--- config.mk ---
export PLATFORM = sky130hd
export DESIGN_NAME = svm_mul_pipe_flat
export DESIGN_NICKNAME = d
export VERILOG_FILES = /design/src/rtl/svm_mul_pkg.sv /design/src/rtl/svm_mul_pipe_if.sv /design/src/rtl/svm_mul_sat.sv /design/src/rtl/svm_mul_pipe.sv /design/src/flat_wrapper.sv
export SDC_FILE = /design/constraint.sdc
export NUM_CORES = 2
export LEC_CHECK = 0
export ABC_CLOCK_PERIOD_IN_PS = 3350
export CAP_MARGIN = 5
export CORE_MARGIN = 1.5
export CORE_UTILIZATION = 50
export DETAILED_ROUTE_END_ITERATION = 16
export GPL_ROUTABILITY_DRIVEN = 1
export PLACE_DENSITY = 0.63
export SLEW_MARGIN = 30
export SYNTH_ARGS = -nofsm -noshare
export SYNTH_HDL_FRONTEND = slang
export SYNTH_HIERARCHICAL = 1
export SYNTH_SLANG_ARGS = --single-unit
export TNS_END_PERCENT = 10
--- constraint.sdc ---
create_clock -name clk -period 3.35 [get_ports clk]
set_input_delay 0.67 -clock clk [delete_from_list [all_inputs] [get_ports clk]]
set_output_delay 0.67 -clock clk [all_outputs]
set_load 0.03 [all_outputs]
--- src/rtl/svm_mul_pkg.sv ---
// Shared constants and helpers for the SVM multiplier pipeline and its
// saturation stage. LV/L are the figures for the default operand width.
package svm_mul_pkg;

  function automatic int clog2(input int n);
    int r;
    r = 0;
    while ((1 << r) < n) r++;
    return r;
  endfunction

  // Number of nodes left in the adder tree after lvl pairwise levels.
  function automatic int tree_cnt(input int n, input int lvl);
    return (n + (1 << lvl) - 1) >> lvl;
  endfunction

  // Keeps elaborated indices in range on branches that are never taken.
  function automatic int clamp_idx(input int i, input int n);
    return (i < n) ? i : 0;
  endfunction

  function automatic longint sat_max(input int w);
    return (longint'(1) << (w - 1)) - 1;
  endfunction

  function automatic longint sat_min(input int w);
    return -(longint'(1) << (w - 1));
  endfunction

  localparam int IN_W_DEF = 17;
  localparam int LV       = clog2(IN_W_DEF);
  localparam int L        = LV + 4;

endpackage

--- src/rtl/svm_mul_pipe_if.sv ---
// Operand/result bundle between operand fetch, the multiplier and the
// accumulator. master = producer/consumer side, slave = multiplier.
interface svm_mul_pipe_if #(
  parameter int IN_W  = 17,
  parameter int OUT_W = 32
);
  logic                    en;
  logic                    in_valid;
  logic signed [IN_W-1:0]  mul_a;
  logic signed [IN_W-1:0]  mul_b;
  logic                    flush;
  logic                    out_valid;
  logic signed [OUT_W-1:0] data_out;
  logic                    sat_flag;
  logic                    busy;

  modport master (
    output en, in_valid, mul_a, mul_b, flush,
    input  out_valid, data_out, sat_flag, busy
  );

  modport slave (
    input  en, in_valid, mul_a, mul_b, flush,
    output out_valid, data_out, sat_flag, busy
  );
endinterface

--- src/rtl/svm_mul_sat.sv ---
// Combinational fixed-point rescale and saturation of a signed product.
// SVM_MUL_ROUND_EN: round half up before the shift; otherwise floor.
module svm_mul_sat
  import svm_mul_pkg::*;
#(
  parameter int PW    = 34,
  parameter int FRAC  = 16,
  parameter int OUT_W = 32
) (
  input  logic signed [PW-1:0]    p,
  output logic signed [OUT_W-1:0] value,
  output logic                    sat
);

  // One guard bit so the rounding increment can never wrap.
  localparam int EW = PW + 1;

`ifdef SVM_MUL_ROUND_EN
  localparam int RS = (FRAC > 0) ? FRAC - 1 : 0;
  localparam logic signed [EW-1:0] HALF = (FRAC > 0) ? (EW'(1) << RS) : '0;
`endif

  logic signed [EW-1:0] ext;
  logic signed [EW-1:0] rnd;
  logic signed [EW-1:0] shr;

  // Round (optional), arithmetic shift, then clip to the output range.
  always_comb begin
    ext = {p[PW-1], p};
`ifdef SVM_MUL_ROUND_EN
    rnd = ext + HALF;
`else
    rnd = ext;
`endif
    shr   = rnd >>> FRAC;
    value = shr[OUT_W-1:0];
    sat   = 1'b0;
    if (longint'(shr) > sat_max(OUT_W)) begin
      value = OUT_W'(sat_max(OUT_W));
      sat   = 1'b1;
    end else if (longint'(shr) < sat_min(OUT_W)) begin
      value = OUT_W'(sat_min(OUT_W));
      sat   = 1'b1;
    end
  end

endmodule

--- src/rtl/svm_mul_pipe.sv ---
// Fully pipelined signed fixed-point multiplier: sign-magnitude partial
// products, registered pairwise adder tree, signed product, rescale/saturate.
// Latency is clog2(IN_W)+4 enabled cycles. Optional SVM_MUL_ROUND_EN selects
// round-half-up in svm_mul_sat; latency is unaffected.
module svm_mul_pipe
  import svm_mul_pkg::*;
#(
  parameter int IN_W  = 17,
  parameter int FRAC  = 16,
  parameter int OUT_W = 32
) (
  input  logic           clk,
  input  logic           rst_n,
  svm_mul_pipe_if.slave  bus
);

  localparam int PW      = 2 * IN_W;
  localparam int TREE_LV = clog2(IN_W);
  localparam int NSTG    = TREE_LV + 3;   // S0..S(LV+2); output stage is separate

  logic [IN_W-1:0]        a_abs;
  logic [IN_W-1:0]        b_abs;
  logic [TREE_LV+1:0]     sgn_pipe;
  logic [PW-1:0]          tree [0:TREE_LV][0:IN_W-1];
  logic signed [PW-1:0]   prod;
  logic [NSTG-1:0]        vld;
  logic signed [OUT_W-1:0] sat_val;
  logic                   sat_hit;

  // Valid bits shift with the data; flush clears them regardless of en.
  always_ff @(posedge clk or negedge rst_n) begin
    if (!rst_n) begin
      vld           <= '0;
      bus.out_valid <= 1'b0;
    end else if (bus.flush) begin
      vld           <= '0;
      bus.out_valid <= 1'b0;
    end else if (bus.en) begin
      vld           <= {vld[NSTG-2:0], bus.in_valid};
      bus.out_valid <= vld[NSTG-1];
    end
  end

  assign bus.busy = |vld;

  // S0: operand magnitudes (IN_W bits so the most negative value is exact).
  always_ff @(posedge clk or negedge rst_n) begin
    if (!rst_n) begin
      a_abs <= '0;
      b_abs <= '0;
    end else if (bus.en) begin
      a_abs <= bus.mul_a[IN_W-1] ? IN_W'(-bus.mul_a) : IN_W'(bus.mul_a);
      b_abs <= bus.mul_b[IN_W-1] ? IN_W'(-bus.mul_b) : IN_W'(bus.mul_b);
    end
  end

  // Product sign travels alongside the magnitude through S0..S(LV+1).
  always_ff @(posedge clk or negedge rst_n) begin
    if (!rst_n) sgn_pipe <= '0;
    else if (bus.en)
      sgn_pipe <= {sgn_pipe[TREE_LV:0], bus.mul_a[IN_W-1] ^ bus.mul_b[IN_W-1]};
  end

  // S1: one shifted copy of |a| per set bit of |b|.
  always_ff @(posedge clk or negedge rst_n) begin
    if (!rst_n) begin
      for (int i = 0; i < IN_W; i++) tree[0][i] <= '0;
    end else if (bus.en) begin
      for (int i = 0; i < IN_W; i++)
        tree[0][i] <= b_abs[i] ? (PW'(a_abs) << i) : '0;
    end
  end

  // S2..S(LV+1): pairwise registered adds; an odd leftover passes through.
  for (genvar l = 1; l <= TREE_LV; l++) begin : g_lvl
    localparam int NP = tree_cnt(IN_W, l - 1);
    localparam int NC = tree_cnt(IN_W, l);

    // One tree level; unused slots are held at zero.
    always_ff @(posedge clk or negedge rst_n) begin
      if (!rst_n) begin
        for (int j = 0; j < IN_W; j++) tree[l][j] <= '0;
      end else if (bus.en) begin
        for (int j = 0; j < IN_W; j++) begin
          if (j >= NC)
            tree[l][j] <= '0;
          else if (2 * j + 1 < NP)
            tree[l][j] <= tree[l-1][clamp_idx(2 * j, IN_W)]
                        + tree[l-1][clamp_idx(2 * j + 1, IN_W)];
          else
            tree[l][j] <= tree[l-1][clamp_idx(2 * j, IN_W)];
        end
      end
    end
  end

  // S(LV+2): signed product; a zero magnitude is always positive.
  always_ff @(posedge clk or negedge rst_n) begin
    if (!rst_n) prod <= '0;
    else if (bus.en)
      prod <= (sgn_pipe[TREE_LV+1] && (tree[TREE_LV][0] != '0))
              ? -$signed(tree[TREE_LV][0]) : $signed(tree[TREE_LV][0]);
  end

  svm_mul_sat #(.PW(PW), .FRAC(FRAC), .OUT_W(OUT_W)) u_sat (
    .p     (prod),
    .value (sat_val),
    .sat   (sat_hit)
  );

  // S(LV+3): result register; bubbles and flushes leave it unchanged.
  always_ff @(posedge clk or negedge rst_n) begin
    if (!rst_n) begin
      bus.data_out <= '0;
      bus.sat_flag <= 1'b0;
    end else if (bus.en && !bus.flush && vld[NSTG-1]) begin
      bus.data_out <= sat_val;
      bus.sat_flag <= sat_hit;
    end
  end

endmodule

--- src/flat_wrapper.sv ---
// flat-port wrapper written by rule: the top's interface ports become plain ports
module svm_mul_pipe_flat import svm_mul_pkg::*;
#(
  parameter int IN_W  = 17,
  parameter int FRAC  = 16,
  parameter int OUT_W = 32
)
  (clk, rst_n, bus_en, bus_in_valid, bus_mul_a, bus_mul_b, bus_flush, bus_out_valid, bus_data_out, bus_sat_flag, bus_busy);
  svm_mul_pipe_if #(.IN_W(IN_W), .OUT_W(OUT_W)) bus_i ();
  input  logic clk;
  input  logic rst_n;
  input wire logic [$bits(bus_i.en)-1:0] bus_en;
  input wire logic [$bits(bus_i.in_valid)-1:0] bus_in_valid;
  input wire logic [$bits(bus_i.mul_a)-1:0] bus_mul_a;
  input wire logic [$bits(bus_i.mul_b)-1:0] bus_mul_b;
  input wire logic [$bits(bus_i.flush)-1:0] bus_flush;
  output wire logic [$bits(bus_i.out_valid)-1:0] bus_out_valid;
  output wire logic [$bits(bus_i.data_out)-1:0] bus_data_out;
  output wire logic [$bits(bus_i.sat_flag)-1:0] bus_sat_flag;
  output wire logic [$bits(bus_i.busy)-1:0] bus_busy;
  assign bus_i.en = bus_en;
  assign bus_i.in_valid = bus_in_valid;
  assign bus_i.mul_a = bus_mul_a;
  assign bus_i.mul_b = bus_mul_b;
  assign bus_i.flush = bus_flush;
  assign bus_out_valid = bus_i.out_valid;
  assign bus_data_out = bus_i.data_out;
  assign bus_sat_flag = bus_i.sat_flag;
  assign bus_busy = bus_i.busy;
  svm_mul_pipe #(.IN_W(IN_W), .FRAC(FRAC), .OUT_W(OUT_W)) u_core (.clk(clk), .rst_n(rst_n), .bus(bus_i));
endmodule
==> results_dict.tcl <==
set metrics [dict create \
    violated_checks "DRC" \
    dpl.cell_count 5543 \
    filler_free_cell_count_of_the_finished_design 5709 \
    period_share_pct 94.6 \
    run_status "finished, violations left" \
    tritoncts_clock_tree "built" \
    timing.fmax_ghz 0.315 \
    synth_nets 4823 \
    final_area_um2 49900 \
    signal_arrival_time_at_the_worst_endpoint_ns 3.70 \
    min-delay-path-class "in -> async" \
    postSynthAreaPerCell_um2 9.97 \
    setup.worst_path.start_class "flop" \
    report.final.hold_viol_count 0 \
    mappedNetlistArea_um2 44800 \
    fp.dieH_um 302 \
    fin_total_pwr_mw 41.2 \
    multi_input_area_um2 21800 \
    share_of_layout_cells_above_drive_strength_1_pct 13.5 \
    cts.htree.levels 3 \
    final_core_utilization_pct 56.3 \
    grt_start_max_net_pins 128 \
    antenna-diode-count 0 \
    portBuffers 73 \
    drt_iter0_markers 2105 \
    overall_fraction_of_global_route_tracks_in_use_pct 23.2 \
    number_of_global_route_vias_before_repair 30800 \
    dieArea_um2 91500 \
    postPlaceCellArea_um2 46700 \
    clock_tree.root_cell "clkbuf_16" \
    core_region_area_um2 88600 \
    timing.max_cap.violations 0 \
    tightestPinTransition_ns 0.950 \
    io-pin-count 74 \
    worstPathMaxFanout 3 \
    cp_data_required_time_ns 3.88 \
    irDropWorstVdd_v 0.000372 \
    final_period_minus_worst_setup_slack_ns 3.17 \
    clock_path_buffers 3 \
    gp_congestion 0.842 \
    clk_pin_slew_worst_paths_ns 0.06 \
    place.detailed.hpwl_mm 72.3 \
    yosys_warnings 6 \
    syn-instance-count 4497 \
    worst_slew_margin_rel_pct 36.6 \
    critPathCaptureType "flop" \
    power_density_nw_per_um2 825 \
    detail_route.wirelength_mm 104 \
    filler_cell_count 7781 \
    routed_antenna_nets 0 \
    route.detailed.drc 6 \
    routed_length_per_instance_um 18.3 \
    wire_length_of_the_first_global_routing_pass_mm 170 \
    area_grow_syn2layout_pct 11.3 \
    antenna_violations_before_repair 0 \
    effective_utilization_at_floorplan_pct 50.6 \
    grt-ovfl-total 0 \
    insertion_delay_ns 0.65 \
    finalSetupViolCount 0 \
    seqCellArea_um2 20500 \
    timing.clock.skew_ns 0.0179 \
    power.static_leakage_nw 22.6 \
    floorplan.rows 109 \
    clkSinkCount 819 \
    cts_inserted_buffers 91 \
    final-max-slew-violation-count 0 \
    route.detailed.vias_per_inst 5.65 \
    detailroute.via_count 32200 \
    firstDrtPassIters 13 \
    hold_ws_ns 0.000464 \
    worstSetupPathType "reg -> reg" \
    post_cts_setup_inserts 0 \
    die_x_um 302 \
    finish.net_count 4797 \
]
## layout make-up
cell class                 instances  share of cell area (%)
multi-input combinational       3025                    43.6
sequential                       819                    41.1
inverter                         392                    2.96
tap                             1165                    2.92
timing repair buffer             142                    3.05
clock inverter                    36                   0.945
clock buffer                     130                    5.42
## worst paths after layout
kind | start | to | slack, ns | cells after the start
min in group clk | u_core/tree[1705] | u_core/tree[1705] | 0.48 | 2
worst max register to register | u_core/tree[2188] | u_core/tree[1694] | 0.18 | 10
worst max-delay path | u_core/tree[2188] | u_core/tree[1694] | 0.18 | 10
max in group asynchronous | rst_n | u_core/a_abs[4] | 2.31 | 2
worst min register to register | u_core/tree[1705] | u_core/tree[1705] | 0.48 | 2
worst min-delay path | rst_n | u_core/tree[2681] | 0.0005 | 1
## layer usage
layer	track usage, %	wire [um]	vias up	share of wire, %
met5	0	0	-	0
met2	35.1	45700	569	44
met3	2.84	4750	124	4.5
met4	5.89	1990	0	1.9
li1	-	-	15800	-
met1	35.2	52000	15700	50
## stage by stage
stage	setup slack [ns]	setup TNS (ns)
after floorplan	0.561	0
after global placement	0.160	0
after detailed placement	0.214	0
after CTS	0.179	0
after global routing	-0.0536	-0.0536
final	0.179	0
## layout by cell type, fill, tap and decap left out, types with 27 or more instances in the layout
cell type and instances:
clkbuf_8 28, o21bai_1 34, xnor2_1 163, or3_1 44, a31oi_1 29, inv_1 391
clkbuf_16 91, clkdlybuf4s50_1 71, a211oi_1 27, nand2_1 179, nand3_1 360, o21a_1 49
a21o_1 54, nor2_1 207, a21oi_1 230, o31ai_1 32, dfrtp_1 814, mux2_2 341
o211ai_1 35, nor2b_1 32, o21ai_0 424, xor2_1 85, ha_1 271, buf_4 48
nor3_1 70
## worst max-delay path, cell delays in order, from the launching register on
cell	delay, ns
dfrtp_1	0.38
ha_1	0.24
fa_1	0.44
a211oi_1	0.38
o21a_1	0.21
o41ai_1	0.12
a2111oi_1	0.56
o21ai_0	0.18
a21oi_1	0.20
xnor2_1	0.08
mux2_2	0.26
## power by group
part	switching, mW	internal, mW
combinational	8.70	7.44
clock	4.14	6.25
sequential	2.18	12.4
## what timing repair did
| item | 4_1_cts | 5_1_grt |
|---|---|---|
| setup endpoints to repair | 0 | 1 |
| gates resized for setup | 0 | 1 |
| hold buffers | 0 | 0 |
## sequential cells by signal (all words and copies together) (netlist names)
register and cells:
u_core/tree 718, u_core/bus.data_out 32, u_core/prod 18, u_core/a_abs 17, u_core/b_abs 17, u_core/vld 8, u_core/sgn_pipe 7, u_core/bus.out_valid 1
u_core/bus.sat_flag 1
No activity file was read; power rests on OpenSTA's default activity.
